## config.mk

```make
export PLATFORM = sky130hd
export DESIGN_NAME = st7735_spi_receiver
export DESIGN_NICKNAME = d
export VERILOG_FILES = /design/src/rtl/st7735_pkg.sv /design/src/rtl/st7735_sync_edge.sv /design/src/rtl/st7735_spi_receiver.sv
export SDC_FILE = /design/constraint.sdc
export NUM_CORES = 1
export LEC_CHECK = 0
export ABC_AREA = 1
export CORE_UTILIZATION = 42
export CTS_BUF_LIST = sky130_fd_sc_hd__clkbuf_16
export CTS_CLUSTER_DIAMETER = 80
export DETAILED_ROUTE_END_ITERATION = 12
export PLACE_DENSITY = 0.72
export RECOVER_POWER = 50
export SLEW_MARGIN = 10
export SYNTH_ARGS = -nofsm -noshare
export SYNTH_HDL_FRONTEND = slang
export SYNTH_SLANG_ARGS = --single-unit
```

## constraint.sdc

```tcl
create_clock -name SYSTEM_CLK -period 2.6 [get_ports SYSTEM_CLK]
set_input_delay 0.52 -clock SYSTEM_CLK [delete_from_list [all_inputs] [get_ports SYSTEM_CLK]]
set_output_delay 0.52 -clock SYSTEM_CLK [all_outputs]
set_load 0.01 [all_outputs]
```

## src/rtl/st7735_pkg.sv

```systemverilog
// Shared definitions for the ST7735 SPI receiver: FSM encodings,
// panel command codes and byte geometry.
package st7735_pkg;

    typedef enum logic {
        RX_IDLE  = 1'b0,
        RX_SHIFT = 1'b1
    } rx_state_t;

    localparam logic [7:0] CMD_SLPOUT  = 8'h11;
    localparam logic [7:0] CMD_FRMCTR1 = 8'hB1;
    localparam logic [7:0] CMD_FRMCTR2 = 8'hB2;
    localparam logic [7:0] CMD_INVCTR  = 8'hB4;
    localparam logic [7:0] CMD_PWCTR1  = 8'hC0;
    localparam logic [7:0] CMD_GMCTRP1 = 8'hE0;
    localparam logic [7:0] CMD_GMCTRN1 = 8'hE1;

    localparam int BITS_PER_BYTE = 8;

endpackage

```

## src/rtl/st7735_sync_edge.sv

```systemverilog
// Multi-flop synchronizer for one asynchronous input, with rise/fall
// detection on the synchronized value. STAGES must be at least 2.
module st7735_sync_edge #(
    parameter int   STAGES    = 2,
    parameter logic RESET_VAL = 1'b0
) (
    input  logic i_clk,
    input  logic i_rst,
    input  logic i_d,
    output logic o_q,
    output logic o_rise,
    output logic o_fall
);

    logic [STAGES-1:0] r_sync;
    logic              r_prev;

    // Shift the raw input through the synchronizer chain and keep the
    // previous synchronized value for edge detection.
    always_ff @(posedge i_clk or posedge i_rst) begin
        if (i_rst) begin
            r_sync <= {STAGES{RESET_VAL}};
            r_prev <= RESET_VAL;
        end else begin
            r_sync <= {r_sync[STAGES-2:0], i_d};
            r_prev <= r_sync[STAGES-1];
        end
    end

    assign o_q    = r_sync[STAGES-1];
    assign o_rise = r_sync[STAGES-1] & ~r_prev;
    assign o_fall = ~r_sync[STAGES-1] & r_prev;

endmodule

```

## src/rtl/st7735_spi_receiver.sv

```systemverilog
// Write-only 4-wire SPI slave for the ST7735 bus. Oversamples CS/CLK/MOSI/DC
// in the SYSTEM_CLK domain and emits decoded command/parameter bytes.
// Valid/ready semantics: byte_valid is a one-cycle strobe with no back-pressure;
// byte_data/byte_is_data/cmd_code/param_idx are stable from the strobe cycle
// until the next strobe.
module st7735_spi_receiver
    import st7735_pkg::*;
#(
    parameter int SYNC_STAGES = 2,
    parameter int PARAM_IDX_W = 5,
    parameter int CMD_CNT_W   = 16
) (
    input  logic                   SYSTEM_CLK,
    input  logic                   SYSTEM_RST,
    input  logic                   LCD_CS,
    input  logic                   LCD_CLK,
    input  logic                   LCD_MOSI,
    input  logic                   LCD_DC,
    output logic                   byte_valid,
    output logic [7:0]             byte_data,
    output logic                   byte_is_data,
    output logic [7:0]             cmd_code,
    output logic [PARAM_IDX_W-1:0] param_idx,
    output logic [CMD_CNT_W-1:0]   cmd_count,
    output logic                   frame_error,
    output logic                   orphan_data,
    output logic                   busy
);

    localparam logic [2:0]             LAST_BIT = 3'(BITS_PER_BYTE - 1);
    localparam logic [PARAM_IDX_W-1:0] IDX_MAX  = '1;

    logic w_cs_q, w_cs_rise, w_cs_fall;
    logic w_clk_q, w_clk_rise, w_clk_fall;
    logic w_mosi_q, w_mosi_rise, w_mosi_fall;
    logic w_dc_q, w_dc_rise, w_dc_fall;

    st7735_sync_edge #(.STAGES(SYNC_STAGES), .RESET_VAL(1'b1)) u_sync_cs (
        .i_clk(SYSTEM_CLK), .i_rst(SYSTEM_RST), .i_d(LCD_CS),
        .o_q(w_cs_q), .o_rise(w_cs_rise), .o_fall(w_cs_fall));
    st7735_sync_edge #(.STAGES(SYNC_STAGES), .RESET_VAL(1'b1)) u_sync_clk (
        .i_clk(SYSTEM_CLK), .i_rst(SYSTEM_RST), .i_d(LCD_CLK),
        .o_q(w_clk_q), .o_rise(w_clk_rise), .o_fall(w_clk_fall));
    st7735_sync_edge #(.STAGES(SYNC_STAGES), .RESET_VAL(1'b0)) u_sync_mosi (
        .i_clk(SYSTEM_CLK), .i_rst(SYSTEM_RST), .i_d(LCD_MOSI),
        .o_q(w_mosi_q), .o_rise(w_mosi_rise), .o_fall(w_mosi_fall));
    st7735_sync_edge #(.STAGES(SYNC_STAGES), .RESET_VAL(1'b0)) u_sync_dc (
        .i_clk(SYSTEM_CLK), .i_rst(SYSTEM_RST), .i_d(LCD_DC),
        .o_q(w_dc_q), .o_rise(w_dc_rise), .o_fall(w_dc_fall));

    // Edge strobes that this block has no use for.
    logic w_unused_edges;
    assign w_unused_edges = &{w_clk_q, w_clk_fall, w_mosi_rise, w_mosi_fall,
                              w_dc_rise, w_dc_fall};

    rx_state_t              r_state;
    logic [7:0]             r_sh;
    logic [2:0]             r_bit_cnt;
    logic                   r_have_cmd;
    logic [PARAM_IDX_W-1:0] r_next_idx;
    logic                   r_byte_valid;
    logic [7:0]             r_byte_data;
    logic                   r_byte_is_data;
    logic [7:0]             r_cmd_code;
    logic [PARAM_IDX_W-1:0] r_param_idx;
    logic [CMD_CNT_W-1:0]   r_cmd_count;
    logic                   r_frame_error;
    logic                   r_orphan_data;
    logic                   r_busy;

    logic [7:0] w_new_byte;
    logic       w_byte_done;

    // MOSI shares the synchronizer depth with CLK, so its current sample is
    // the bit that belongs to this rising edge.
    assign w_new_byte  = {r_sh[6:0], w_mosi_q};
    // While in SHIFT, synchronized CS is low except in its rising cycle, so
    // a rise is only ever accepted with CS low or in the CS-rise cycle itself.
    assign w_byte_done = (r_state == RX_SHIFT) && w_clk_rise && (r_bit_cnt == LAST_BIT);

    // Receive FSM: shifting, byte completion, command decode and framing checks.
    always_ff @(posedge SYSTEM_CLK or posedge SYSTEM_RST) begin
        if (SYSTEM_RST) begin
            r_state        <= RX_IDLE;
            r_sh           <= '0;
            r_bit_cnt      <= '0;
            r_have_cmd     <= 1'b0;
            r_next_idx     <= '0;
            r_byte_valid   <= 1'b0;
            r_byte_data    <= '0;
            r_byte_is_data <= 1'b0;
            r_cmd_code     <= '0;
            r_param_idx    <= '0;
            r_cmd_count    <= '0;
            r_frame_error  <= 1'b0;
            r_orphan_data  <= 1'b0;
            r_busy         <= 1'b0;
        end else begin
            r_byte_valid  <= 1'b0;
            r_frame_error <= 1'b0;
            r_orphan_data <= 1'b0;
            r_busy        <= ~w_cs_q;
            case (r_state)
                RX_IDLE: begin
                    r_bit_cnt <= '0;
                    if (w_cs_fall) r_state <= RX_SHIFT;
                end
                RX_SHIFT: begin
                    if (w_clk_rise) begin
                        r_sh      <= w_new_byte;
                        r_bit_cnt <= r_bit_cnt + 3'd1;
                    end
                    if (w_byte_done) begin
                        r_byte_valid   <= 1'b1;
                        r_byte_data    <= w_new_byte;
                        r_byte_is_data <= w_dc_q;
                        if (!w_dc_q) begin
                            r_cmd_code  <= w_new_byte;
                            r_param_idx <= '0;
                            r_next_idx  <= '0;
                            r_cmd_count <= r_cmd_count + CMD_CNT_W'(1);
                            r_have_cmd  <= 1'b1;
                        end else if (r_have_cmd) begin
                            r_param_idx <= r_next_idx;
                            if (r_next_idx != IDX_MAX) r_next_idx <= r_next_idx + PARAM_IDX_W'(1);
                        end else begin
                            r_orphan_data <= 1'b1;
                        end
                    end
                    if (w_cs_rise) begin
                        r_state   <= RX_IDLE;
                        r_bit_cnt <= '0;
                        // A partial byte (including one whose non-final rise
                        // lands with CS) is dropped and flagged.
                        if (!w_byte_done && (r_bit_cnt != 3'd0 || w_clk_rise))
                            r_frame_error <= 1'b1;
                    end
                end
                default: r_state <= RX_IDLE;
            endcase
        end
    end

    assign byte_valid   = r_byte_valid;
    assign byte_data    = r_byte_data;
    assign byte_is_data = r_byte_is_data;
    assign cmd_code     = r_cmd_code;
    assign param_idx    = r_param_idx;
    assign cmd_count    = r_cmd_count;
    assign frame_error  = r_frame_error;
    assign orphan_data  = r_orphan_data;
    assign busy         = r_busy;

endmodule
```

==> flow_results.xml, run 1 <==
<?xml version="1.0" encoding="UTF-8"?>
<metrics>
  <group name="timing">
    <metric name="worst_clk_skew" unit="ns">0.006508</metric>
    <metric name="final.hold.worst_slack" unit="ns">0.3505</metric>
    <metric name="layout_worst_path_cycle_share" unit="%">78.08</metric>
    <metric name="transition_time_of_the_tightest_slew_check_pin" unit="ns">0.4912</metric>
    <metric name="timing.final.crit_period" unit="ns">2.030</metric>
    <metric name="final.setup.tns" unit="ns">0</metric>
    <metric name="max-slew-margin-rel" unit="%">67.26</metric>
    <metric name="final_hold_violating_endpoints" unit="">0</metric>
    <metric name="number_of_pins_exceeding_their_max_slew_limit_in_the_final_report" unit="">0</metric>
    <metric name="fmaxAchievable" unit="MHz">492.6</metric>
    <metric name="total_of_endpoints_with_negative_setup_slack_in_the_final_report" unit="">0</metric>
    <metric name="layout_setup_ws" unit="ns">0.5700</metric>
    <metric name="rsz0062_at_grt" unit="">no</metric>
  </group>
  <group name="drt">
    <metric name="vias" unit="">2243</metric>
    <metric name="routed_wire_length_per_instance" unit="um">11.86</metric>
    <metric name="drt-initial-drc-count" unit="">134</metric>
    <metric name="post_drt_via_cell_ratio" unit="">4.683</metric>
    <metric name="route.detailed.drc" unit="">0</metric>
    <metric name="count_of_tritonroute_iterations_in_the_first_routing_pass" unit="">4</metric>
    <metric name="detail-route-antenna-nets" unit="">0</metric>
    <metric name="routed_wirelength" unit="um">5683</metric>
  </group>
  <group name="worst_hold_path">
    <metric name="timing.hold.worst.class" unit="">reg -&gt; reg</metric>
  </group>
  <group name="synthesis">
    <metric name="synth_warnings" unit="">0</metric>
    <metric name="compound_cell_area_share_of_the_yosys_netlist" unit="%">6.943</metric>
    <metric name="synth_mux_area_share" unit="%">0</metric>
    <metric name="synth-seq-cells" unit="">69</metric>
    <metric name="syn_avg_cell_area" unit="um2">9.149</metric>
    <metric name="synthArstFlopShare" unit="%">100.0</metric>
    <metric name="post_synth_adder_cell_area" unit="%">2.509</metric>
    <metric name="dominantRegCellSynth" unit="">sky130_fd_sc_hd__dfrtp_1</metric>
    <metric name="syn-cell-area" unit="um2">2992</metric>
    <metric name="synth-edff-count" unit="">0</metric>
    <metric name="synth_xor_area_share" unit="%">1.129</metric>
    <metric name="synthesis.nets" unit="">339</metric>
    <metric name="post_synthesis_sequential_area_ratio" unit="%">57.97</metric>
    <metric name="largest_family_of_logic_cells_by_synthesized_area" unit="">simple AND/OR/NAND/NOR gates</metric>
    <metric name="yosys.area_share.simple" unit="%">25.81</metric>
    <metric name="synth.distinct_cells" unit="">27</metric>
    <metric name="synthCells" unit="">327</metric>
  </group>
  <group name="global_routing">
    <metric name="globalRoute.totalOverflow" unit="">0</metric>
    <metric name="grt.total_usage" unit="%">17.30</metric>
    <metric name="via_count_of_the_first_global_routing_pass" unit="">2211</metric>
    <metric name="grt_first_pass_wirelength" unit="um">9915</metric>
    <metric name="grt_max_degree" unit="">70</metric>
    <metric name="antenna_found_initial" unit="">0</metric>
  </group>
  <group name="cts">
    <metric name="tritoncts" unit="">built</metric>
    <metric name="cts.hold.buffers_added" unit="">0</metric>
    <metric name="setup_fix_buffers_added_after_clock_tree_synthesis" unit="">0</metric>
    <metric name="cts.repair.resized" unit="">0</metric>
    <metric name="cts.sink_count" unit="">69</metric>
    <metric name="clockRootBuffer" unit="">sky130_fd_sc_hd__clkbuf_16</metric>
    <metric name="cts.htree.levels" unit="">3</metric>
    <metric name="path_clk_slew" unit="ns">0.06</metric>
    <metric name="clock_tree.buffer_depth" unit="">2</metric>
    <metric name="cts_inserted_buffers" unit="">9</metric>
    <metric name="clkLatencyLatePin" unit="ns">0.32</metric>
  </group>
  <group name="place">
    <metric name="place_congestion" unit="">0.8910</metric>
    <metric name="preCtsSetupSlack" unit="ns">0.7822</metric>
    <metric name="post-place-cells" unit="">463</metric>
    <metric name="place_hpwl" unit="um">3910</metric>
    <metric name="port-buffer-count" unit="">47</metric>
  </group>
  <group name="floorplanning">
    <metric name="io_pins" unit="">48</metric>
    <metric name="die_area" unit="um2">7464</metric>
    <metric name="initial_utilization" unit="%">43.79</metric>
    <metric name="rows" unit="">30</metric>
    <metric name="die_h" unit="um">86.40</metric>
    <metric name="die_w" unit="um">86.40</metric>
    <metric name="core_area" unit="um2">6832</metric>
  </group>
  <group name="layout">
    <metric name="finalCoreUtilization" unit="%">56.30</metric>
    <metric name="areaGrowthSynthToFinish" unit="%">28.57</metric>
    <metric name="layout-drive-gt1-share" unit="%">8.616</metric>
    <metric name="instances_no_fill" unit="">479</metric>
    <metric name="fin_nets" unit="">390</metric>
    <metric name="antenna-diode-count" unit="">0</metric>
  </group>
  <group name="worst_setup_path">
    <metric name="ff2ff_setup_slack" unit="ns">0.57</metric>
    <metric name="setup.worst_path.start_class" unit="">flip-flop</metric>
    <metric name="timing.critical_path.to_type" unit="">flip-flop</metric>
    <metric name="worst-endpoint-required" unit="ns">2.81</metric>
    <metric name="timing.critical_path.arrival" unit="ns">2.24</metric>
    <metric name="critPathKind" unit="">reg -&gt; reg</metric>
    <metric name="critPathMaxFanout" unit="">33</metric>
  </group>
  <group name="run">
    <metric name="drv.max_cap_violation_count" unit="">0</metric>
  </group>
  <group name="outcome">
    <metric name="outcome" unit="">finished clean</metric>
  </group>
  <group name="power">
    <metric name="power_density" unit="nW/um2">663.9</metric>
    <metric name="power.ir.vdd_worst" unit="mV">0.3704</metric>
    <metric name="power.static_leakage" unit="uW">0.001815</metric>
  </group>
</metrics>
==> layout by cell type (no fill, tap or decap) <==
cell                                n
sky130_fd_sc_hd__nand2_1          120
sky130_fd_sc_hd__dfrtp_1           63
sky130_fd_sc_hd__clkdlybuf4s50_1   42
sky130_fd_sc_hd__nor2_1            30
sky130_fd_sc_hd__inv_1             27
sky130_fd_sc_hd__o21ai_0           27
sky130_fd_sc_hd__nand3b_1          10
sky130_fd_sc_hd__clkbuf_16          9
sky130_fd_sc_hd__nand3_1            8
sky130_fd_sc_hd__ha_1               6
sky130_fd_sc_hd__dfstp_2            6
sky130_fd_sc_hd__dlygate4sd3_1      5
sky130_fd_sc_hd__a21oi_1            4
sky130_fd_sc_hd__o21ai_2            4
sky130_fd_sc_hd__nand2_2            2
sky130_fd_sc_hd__o21ai_1            2
sky130_fd_sc_hd__xor2_1             2
sky130_fd_sc_hd__bufinv_16          2
sky130_fd_sc_hd__clkinvlp_4         2
sky130_fd_sc_hd__nand3_4            1
sky130_fd_sc_hd__inv_4              1
sky130_fd_sc_hd__nand2_4            1
sky130_fd_sc_hd__nor2_8             1
sky130_fd_sc_hd__o21a_1             1
sky130_fd_sc_hd__nor2_4             1
sky130_fd_sc_hd__nor3b_1            1
sky130_fd_sc_hd__nand4_1            1
sky130_fd_sc_hd__xor2_2             1
sky130_fd_sc_hd__clkinv_4           1
sky130_fd_sc_hd__clkinv_1           1
sky130_fd_sc_hd__buf_12             1
==> stage by stage <==
step,area (um2),total power [uW]
after global routing,3846,2667
after CTS,3854,2592
after detailed placement,3537,1313
after global placement,3537,1305
final,3846,2554
after floorplan,2992,1260
==> cell type report <==
cell class	instances	area, um2
clock inverters	7	91.34
multi-input cells	223	1081
clock buffers	9	225.2
fillers	622	2985
flip-flops and latches	69	1734
well taps	96	120.1
repair buffers	48	490.5
inverters	27	103.9
==> logic make-up after synthesis <==
| logic type | Yosys count |
|---|---|
| xor+xnor | 3 |
| simple gates | 176 |
| buf+inv | 35 |
| flops | 69 |
| fa+ha+maj | 6 |
| compound gates | 38 |
==> critical path: stages (launching register included) <==
cell and delay [ns]:
sky130_fd_sc_hd__dfstp_2 0.52, sky130_fd_sc_hd__inv_1 0.03, sky130_fd_sc_hd__nor2_1 0.31, sky130_fd_sc_hd__nand3_4 0.35
sky130_fd_sc_hd__nor2_8 0.45, sky130_fd_sc_hd__nand2_1 0.12, sky130_fd_sc_hd__nand2_1 0.08, sky130_fd_sc_hd__nand2_1 0.04
==> Yosys cell counts, types with 2 or more instances <==
| master | instances | area [um2] |
|---|---|---|
| sky130_fd_sc_hd__nand2_1 | 120 | 450.4 |
| sky130_fd_sc_hd__dfrtp_1 | 63 | 1577 |
| sky130_fd_sc_hd__nor2_1 | 29 | 108.9 |
| sky130_fd_sc_hd__o21ai_0 | 27 | 135.1 |
| sky130_fd_sc_hd__inv_1 | 26 | 97.59 |
| sky130_fd_sc_hd__nand3b_1 | 10 | 75.07 |
| sky130_fd_sc_hd__nand3_1 | 8 | 40.04 |
| sky130_fd_sc_hd__dfstp_2 | 6 | 157.7 |
| sky130_fd_sc_hd__ha_1 | 6 | 75.07 |
| sky130_fd_sc_hd__a21oi_1 | 4 | 20.02 |
| sky130_fd_sc_hd__buf_6 | 4 | 45.04 |
| sky130_fd_sc_hd__o21ai_2 | 4 | 35.03 |
| sky130_fd_sc_hd__clkbuf_1 | 2 | 7.510 |
| sky130_fd_sc_hd__nand2_2 | 2 | 12.51 |
| sky130_fd_sc_hd__nor2_4 | 2 | 22.52 |
| sky130_fd_sc_hd__o21ai_1 | 2 | 10.01 |
| sky130_fd_sc_hd__xor2_1 | 2 | 17.52 |
==> sequential cells by signal (all words and copies together), names as in the netlist <==
signal	flops
param_idx	5
cmd_code	8
busy	1
byte_is_data	1
cmd_count	16
u_sync_cs.r_sync	2
r_have_cmd	1
byte_valid	1
r_sh	7
frame_error	1
byte_data	8
orphan_data	1
u_sync_dc.r_sync	2
u_sync_clk.r_sync	2
u_sync_mosi.r_sync	2
r_bit_cnt	3
r_next_idx	5
r_state	1
u_sync_clk.r_prev	1
u_sync_cs.r_prev	1
==> power breakdown <==
| group | leakage, uW | total [uW] | internal (uW) | switching (uW) |
|---|---|---|---|---|
| clock | 0.000150 | 1260 | 833 | 430 |
| sequential | 0.000918 | 1170 | 1130 | 40.1 |
| combinational | 0.000746 | 121 | 40.6 | 80.1 |
| total | 0.00181 | 2550 | 2000 | 550 |
==> layer usage <==
| layer | vias to the layer above | part of all wire [%] | global-route usage, % |
|---|---|---|---|
| met5 | - | 0 | 0 |
| met4 | 0 | 1.2 | 8.636 |
| met3 | 7 | 3.1 | 3.143 |
| met2 | 51 | 47 | 27.56 |
| met1 | 1054 | 48 | 22.81 |
| li1 | 1131 | - | - |
==> worst paths after layout <==
check                                 startpoint                    end  cells after the start
setup reg to reg            u_sync_clk.r_sync[1]          cmd_count[15]                      7
hold reg to reg            u_sync_mosi.r_sync[0]  u_sync_mosi.r_sync[1]                      0
hold / removal             u_sync_mosi.r_sync[0]  u_sync_mosi.r_sync[1]                      0
min in group asynchronous             SYSTEM_RST          cmd_count[14]                      3
max in group asynchronous             SYSTEM_RST      u_sync_clk.r_prev                      3
setup / recovery            u_sync_clk.r_sync[1]          cmd_count[15]                      7
Note: power is estimated with default switching activity, not from simulation.
==> run 2, diff against run 1 <==
PLACE_DENSITY = 0.75   (was 0.72)
clock period = 1.8 ns   (was 2.6 ns; I/O delays follow)
==> flow_results.xml, run 2 (synthesis results as in run 1) <==
<?xml version="1.0" encoding="UTF-8"?>
<metrics>
  <group name="worst_setup_path">
    <metric name="timing.critical_path.arrival" unit="ns">1.35</metric>
    <metric name="worstPathCellList" unit="">clkdlybuf4s50_1</metric>
    <metric name="worst-endpoint-required" unit="ns">1.44</metric>
    <metric name="critPathMaxFanout" unit="">5</metric>
    <metric name="timing.critical_path.to_type" unit="">output port</metric>
    <metric name="critPathSlowestCell" unit="">sky130_fd_sc_hd__clkdlybuf4s50_1</metric>
    <metric name="path_buf_inv" unit="">1</metric>
    <metric name="critPathKind" unit="">reg -&gt; out</metric>
    <metric name="slowest_delay" unit="ns">0.58</metric>
    <metric name="critPathTopFamily" unit="">buffers and inverters</metric>
    <metric name="setup.worst_path.start_class" unit="">flip-flop</metric>
  </group>
  <group name="cts">
    <metric name="path_clk_slew" unit="ns">0.05</metric>
    <metric name="cts.repair.resized" unit="">0</metric>
    <metric name="cts.htree.levels" unit="">3</metric>
    <metric name="setup_fix_buffers_added_after_clock_tree_synthesis" unit="">0</metric>
    <metric name="clock_tree.buffer_depth" unit="">2</metric>
    <metric name="tritoncts" unit="">built</metric>
    <metric name="clkLatencyLatePin" unit="ns">0.33</metric>
    <metric name="cts_inserted_buffers" unit="">9</metric>
    <metric name="clockRootBuffer" unit="">sky130_fd_sc_hd__clkbuf_16</metric>
    <metric name="cts.sink_count" unit="">69</metric>
  </group>
  <group name="timing">
    <metric name="layout_setup_ws" unit="ns">0.08576</metric>
    <metric name="timing.final.crit_period" unit="ns">1.714</metric>
    <metric name="max-slew-margin-rel" unit="%">57.33</metric>
    <metric name="final.hold.worst_slack" unit="ns">0.3605</metric>
    <metric name="worst_clk_skew" unit="ns">0.004245</metric>
    <metric name="fmaxAchievable" unit="MHz">583.3</metric>
    <metric name="rsz0062_at_grt" unit="">no</metric>
    <metric name="final.setup.tns" unit="ns">0</metric>
    <metric name="layout_worst_path_cycle_share" unit="%">95.24</metric>
    <metric name="transition_time_of_the_tightest_slew_check_pin" unit="ns">0.6401</metric>
    <metric name="total_of_endpoints_with_negative_setup_slack_in_the_final_report" unit="">0</metric>
    <metric name="number_of_pins_exceeding_their_max_slew_limit_in_the_final_report" unit="">0</metric>
    <metric name="final_hold_violating_endpoints" unit="">0</metric>
  </group>
  <group name="drt">
    <metric name="vias" unit="">2275</metric>
    <metric name="routed_wire_length_per_instance" unit="um">12.63</metric>
    <metric name="count_of_tritonroute_iterations_in_the_first_routing_pass" unit="">5</metric>
    <metric name="detail-route-antenna-nets" unit="">0</metric>
    <metric name="routed_wirelength" unit="um">6074</metric>
    <metric name="drt-initial-drc-count" unit="">134</metric>
    <metric name="post_drt_via_cell_ratio" unit="">4.730</metric>
    <metric name="route.detailed.drc" unit="">0</metric>
  </group>
  <group name="floorplanning">
    <metric name="core_area" unit="um2">6832</metric>
    <metric name="rows" unit="">30</metric>
    <metric name="die_h" unit="um">86.40</metric>
    <metric name="io_pins" unit="">48</metric>
    <metric name="die_w" unit="um">86.40</metric>
    <metric name="initial_utilization" unit="%">43.79</metric>
    <metric name="die_area" unit="um2">7464</metric>
  </group>
  <group name="power">
    <metric name="share_clk_of_total_power" unit="%">47.0</metric>
    <metric name="power.net_switching" unit="uW">790.9</metric>
    <metric name="power.static_leakage" unit="uW">0.001797</metric>
    <metric name="power.ir.vdd_worst" unit="mV">0.5242</metric>
    <metric name="comb_power_share" unit="%">5.0</metric>
    <metric name="p_int" unit="uW">2736</metric>
    <metric name="power.share.sequential" unit="%">48.0</metric>
    <metric name="power_switching_share" unit="%">22.42</metric>
    <metric name="power_density" unit="nW/um2">920.7</metric>
  </group>
  <group name="global_routing">
    <metric name="globalRoute.totalOverflow" unit="">0</metric>
    <metric name="grt_first_pass_wirelength" unit="um">10050</metric>
    <metric name="antenna_found_initial" unit="">0</metric>
    <metric name="grt.total_usage" unit="%">17.76</metric>
    <metric name="grt_max_degree" unit="">38</metric>
    <metric name="via_count_of_the_first_global_routing_pass" unit="">2175</metric>
  </group>
  <group name="place">
    <metric name="place_hpwl" unit="um">4046</metric>
    <metric name="placed_area" unit="um2">3568</metric>
    <metric name="place_congestion" unit="">0.8514</metric>
    <metric name="post-place-cells" unit="">465</metric>
    <metric name="port-buffer-count" unit="">47</metric>
    <metric name="preCtsSetupSlack" unit="ns">0.1623</metric>
  </group>
  <group name="layout">
    <metric name="fin_nets" unit="">393</metric>
    <metric name="instances_no_fill" unit="">481</metric>
    <metric name="layout-drive-gt1-share" unit="%">9.091</metric>
    <metric name="layout_common_cells" unit="">sky130_fd_sc_hd__nand2_1 (120), sky130_fd_sc_hd__dfrtp_1 (63), sky130_fd_sc_hd__clkdlybuf4s50_1 (42), sky130_fd_sc_hd__nor2_1 (29), sky130_fd_sc_hd__o21ai_0 (27)</metric>
    <metric name="sequential_cell_area" unit="um2">1734</metric>
    <metric name="postLayoutCellArea" unit="um2">3831</metric>
    <metric name="multiInputGateArea" unit="um2">1100</metric>
    <metric name="final.fill_count" unit="">627</metric>
    <metric name="antenna-diode-count" unit="">0</metric>
    <metric name="areaGrowthSynthToFinish" unit="%">28.06</metric>
    <metric name="largest_register_ff_count" unit="">16</metric>
    <metric name="most_common_library_cell_in_the_layout_ignoring_fill_and_taps" unit="">sky130_fd_sc_hd__nand2_1</metric>
  </group>
  <group name="run">
    <metric name="drv.max_cap_violation_count" unit="">0</metric>
  </group>
  <group name="worst_hold_path">
    <metric name="timing.hold.worst.class" unit="">reg -&gt; reg</metric>
  </group>
  <group name="outcome">
    <metric name="outcome" unit="">finished clean</metric>
  </group>
</metrics>
## run 2: power groups by stage
stage | sequential, uW | clock, uW | combinational, uW
2_1_floorplan | 1700 | 0 | 121
3_3_place_gp | 1710 | 0 | 180
3_5_place_dp | 1710 | 0 | 186
4_1_cts | 1690 | 1690 | 193
5_1_grt | 1700 | 1770 | 207
6_report | 1690 | 1660 | 176
## run 2: worst paths after layout
path | end | startpoint | cells past startpoint | slack [ns]
worst max register to register | cmd_count[8] | u_sync_clk.r_sync[1] | 6 | 0.17
max in group asynchronous | u_sync_clk.r_prev | SYSTEM_RST | 3 | 0.38
min in group asynchronous | cmd_count[11] | SYSTEM_RST | 2 | 0.52
worst max-delay path | cmd_count[0] | cmd_count[0] | 1 | 0.09
worst min register to register | u_sync_cs.r_sync[1] | u_sync_cs.r_sync[0] | 0 | 0.36
worst min-delay path | u_sync_cs.r_sync[1] | u_sync_cs.r_sync[0] | 0 | 0.36
## run 2: final cells by class
| class | instances | share of cell area [%] |
|---|---|---|
| Sequential cell | 69 | 45.26 |
| Multi-Input combinational cell | 224 | 28.71 |
| Timing Repair Buffer | 50 | 12.80 |
| Clock buffer | 9 | 5.879 |
| Tap cell | 96 | 3.135 |
| Inverter | 27 | 2.743 |
| Clock inverter | 6 | 1.470 |
## run 2: what timing repair did
item	4_1_cts	5_1_grt
hold buffers	0	0
setup endpoints to repair	0	1
endpoints found under the hold margin	0	0
## run 2: through the flow
step | power (uW) | util (%)
floorplan | 1820 | -
global placement | 1891 | 52.23
detailed placement | 1899 | 52.23
CTS | 3575 | 56.36
global route | 3681 | 56.08
finish | 3527 | 56.08
## run 2: metal layers
layer  up-vias  part of all wire (%)  GRT usage (%)
met5         -                     0              0
met3        12                   4.0          4.190
met1      1064                    46          22.86
li1       1142                     -              -
met4         0                   2.4          9.545
met2        57                    47          27.92
==> run 3, diff against run 2 <==
CORE_MARGIN = 3   (was default)
HOLD_SLACK_MARGIN = 0.12   (was default)
==> flow_results.xml, run 3 (synthesis results as in run 1) <==
<?xml version="1.0" encoding="UTF-8"?>
<metrics>
  <group name="outcome">
    <metric name="outcome" unit="">finished clean</metric>
  </group>
  <group name="worst_setup_path">
    <metric name="slowest_delay" unit="ns">0.58</metric>
    <metric name="path_buf_inv" unit="">1</metric>
    <metric name="setup.worst_path.start_class" unit="">flip-flop</metric>
    <metric name="critPathTopFamily" unit="">buffers and inverters</metric>
    <metric name="timing.critical_path.to_type" unit="">output port</metric>
    <metric name="worst-endpoint-required" unit="ns">1.44</metric>
    <metric name="critPathSlowestCell" unit="">sky130_fd_sc_hd__clkdlybuf4s50_1</metric>
    <metric name="timing.critical_path.arrival" unit="ns">1.36</metric>
    <metric name="critPathMaxFanout" unit="">5</metric>
    <metric name="worstPathCellList" unit="">clkdlybuf4s50_1</metric>
    <metric name="critPathKind" unit="">reg -&gt; out</metric>
  </group>
  <group name="drt">
    <metric name="route.detailed.drc" unit="">0</metric>
    <metric name="detail-route-antenna-nets" unit="">0</metric>
    <metric name="count_of_tritonroute_iterations_in_the_first_routing_pass" unit="">4</metric>
    <metric name="drt-initial-drc-count" unit="">96</metric>
    <metric name="post_drt_via_cell_ratio" unit="">4.719</metric>
    <metric name="routed_wirelength" unit="um">5816</metric>
    <metric name="vias" unit="">2270</metric>
    <metric name="routed_wire_length_per_instance" unit="um">12.09</metric>
  </group>
  <group name="global_routing">
    <metric name="grt_max_degree" unit="">39</metric>
    <metric name="antenna_found_initial" unit="">0</metric>
    <metric name="via_count_of_the_first_global_routing_pass" unit="">2073</metric>
    <metric name="grtUsageMet2" unit="%">23.40</metric>
    <metric name="globalRoute.totalOverflow" unit="">0</metric>
    <metric name="use_met3" unit="%">3.833</metric>
    <metric name="grt.total_usage" unit="%">15.04</metric>
    <metric name="grt_first_pass_wirelength" unit="um">9825</metric>
    <metric name="met1_usage" unit="%">19.30</metric>
    <metric name="most_crowded_layer_after_global_routing" unit="">met2</metric>
  </group>
  <group name="floorplanning">
    <metric name="core_area" unit="um2">6832</metric>
    <metric name="die_w" unit="um">90.40</metric>
    <metric name="initial_utilization" unit="%">43.79</metric>
    <metric name="io_pins" unit="">48</metric>
    <metric name="die_h" unit="um">90.40</metric>
    <metric name="rows" unit="">30</metric>
    <metric name="die_area" unit="um2">8171</metric>
  </group>
  <group name="power">
    <metric name="design_power_total" unit="uW">3372</metric>
    <metric name="power.ir.vdd_worst" unit="mV">0.5505</metric>
    <metric name="power.static_leakage" unit="uW">0.001800</metric>
    <metric name="power_density" unit="nW/um2">887.7</metric>
  </group>
  <group name="layout">
    <metric name="layout-drive-gt1-share" unit="%">9.091</metric>
    <metric name="antenna-diode-count" unit="">0</metric>
    <metric name="areaGrowthSynthToFinish" unit="%">26.98</metric>
    <metric name="instances_no_fill" unit="">481</metric>
    <metric name="largest_register_ff_count" unit="">16</metric>
    <metric name="most_common_library_cell_in_the_layout_ignoring_fill_and_taps" unit="">sky130_fd_sc_hd__nand2_1</metric>
    <metric name="finalCoreUtilization" unit="%">55.60</metric>
    <metric name="layout_common_cells" unit="">sky130_fd_sc_hd__nand2_1 (120), sky130_fd_sc_hd__dfrtp_1 (63), sky130_fd_sc_hd__clkdlybuf4s50_1 (42), sky130_fd_sc_hd__nor2_1 (29)</metric>
    <metric name="fin_nets" unit="">392</metric>
  </group>
  <group name="cts">
    <metric name="cts.sink_count" unit="">69</metric>
    <metric name="cts_inserted_buffers" unit="">9</metric>
    <metric name="cts.repair.resized" unit="">0</metric>
    <metric name="clkLatencyLatePin" unit="ns">0.32</metric>
    <metric name="setup_fix_buffers_added_after_clock_tree_synthesis" unit="">0</metric>
    <metric name="clock_tree.buffer_depth" unit="">2</metric>
    <metric name="path_clk_slew" unit="ns">0.05</metric>
    <metric name="cts.htree.levels" unit="">3</metric>
    <metric name="tritoncts" unit="">built</metric>
    <metric name="clockRootBuffer" unit="">sky130_fd_sc_hd__clkbuf_16</metric>
    <metric name="cts.hold.buffers_added" unit="">0</metric>
  </group>
  <group name="timing">
    <metric name="worst_clk_skew" unit="ns">0.005542</metric>
    <metric name="layout_worst_path_cycle_share" unit="%">95.53</metric>
    <metric name="max-slew-margin-rel" unit="%">62.98</metric>
    <metric name="final.setup.tns" unit="ns">0</metric>
    <metric name="final_hold_violating_endpoints" unit="">0</metric>
    <metric name="total_of_endpoints_with_negative_setup_slack_in_the_final_report" unit="">0</metric>
    <metric name="timing.final.crit_period" unit="ns">1.719</metric>
    <metric name="fmaxAchievable" unit="MHz">581.6</metric>
    <metric name="number_of_pins_exceeding_their_max_slew_limit_in_the_final_report" unit="">0</metric>
    <metric name="rsz0062_at_grt" unit="">no</metric>
    <metric name="transition_time_of_the_tightest_slew_check_pin" unit="ns">0.5523</metric>
    <metric name="final.hold.worst_slack" unit="ns">0.3500</metric>
  </group>
  <group name="place">
    <metric name="place_hpwl" unit="um">4063</metric>
    <metric name="port-buffer-count" unit="">47</metric>
    <metric name="post-place-cells" unit="">465</metric>
    <metric name="place_congestion" unit="">0.8463</metric>
  </group>
  <group name="run">
    <metric name="drv.max_cap_violation_count" unit="">0</metric>
  </group>
  <group name="worst_hold_path">
    <metric name="timing.hold.worst.class" unit="">reg -&gt; reg</metric>
  </group>
</metrics>
-- run 3: changes by cell type in the layout (fill, tap and decap cells not counted), sizes merged --
cell,change
inv,+1
bufinv,-1
nor2,-1
clkinv,+2
clkinvlp,-1
-- run 3: path summary, 6_finish.rpt --
path,slack [ns],to,startpoint,depth (start not counted)
max in group asynchronous,0.38,u_sync_clk.r_prev,SYSTEM_RST,3
worst max register to register,0.16,cmd_count[12],u_sync_clk.r_sync[1],7
worst min-delay path,0.35,u_sync_dc.r_sync[1],u_sync_dc.r_sync[0],0
worst max-delay path,0.08,cmd_count[0],cmd_count[0],1
min in group asynchronous,0.51,cmd_count[7],SYSTEM_RST,2
worst min register to register,0.35,u_sync_dc.r_sync[1],u_sync_dc.r_sync[0],0
-- run 3: area by class of cell --
type | count | area (um2)
clock buffer | 9 | 225.2
clock inverter | 7 | 35.03
fill | 608 | 3033
inverter | 27 | 105.1
multi-input combinational | 223 | 1089
sequential | 69 | 1734
tap | 96 | 120.1
timing repair buffer | 50 | 490.5
-- run 3: layer usage --
layer	share of wire [%]	routed length [um]	vias to the layer above
met2	48	2773	56
met3	4.5	263	8
li1	-	-	1136
met1	46	2668	1070
met5	0	0	-
met4	1.9	111	0
-- run 3: metrics by stage --
stage / worst slack, ns / instance area [um2]
floorplan: 0.4100 / 2995
global placement: 0.2561 / 3568
detailed placement: 0.1808 / 3568
CTS: 0.07268 / 3829
global route: 0.02105 / 3799
finish: 0.08051 / 3799
-- run 3: report_power, final --
| part | switching, uW | total (uW) | internal [uW] | leakage, uW |
|---|---|---|---|---|
| logic | 116 | 173 | 56.7 | 0.000745 |
| registers | 55.0 | 1690 | 1630 | 0.000917 |
| clock network | 604 | 1510 | 909 | 0.000137 |
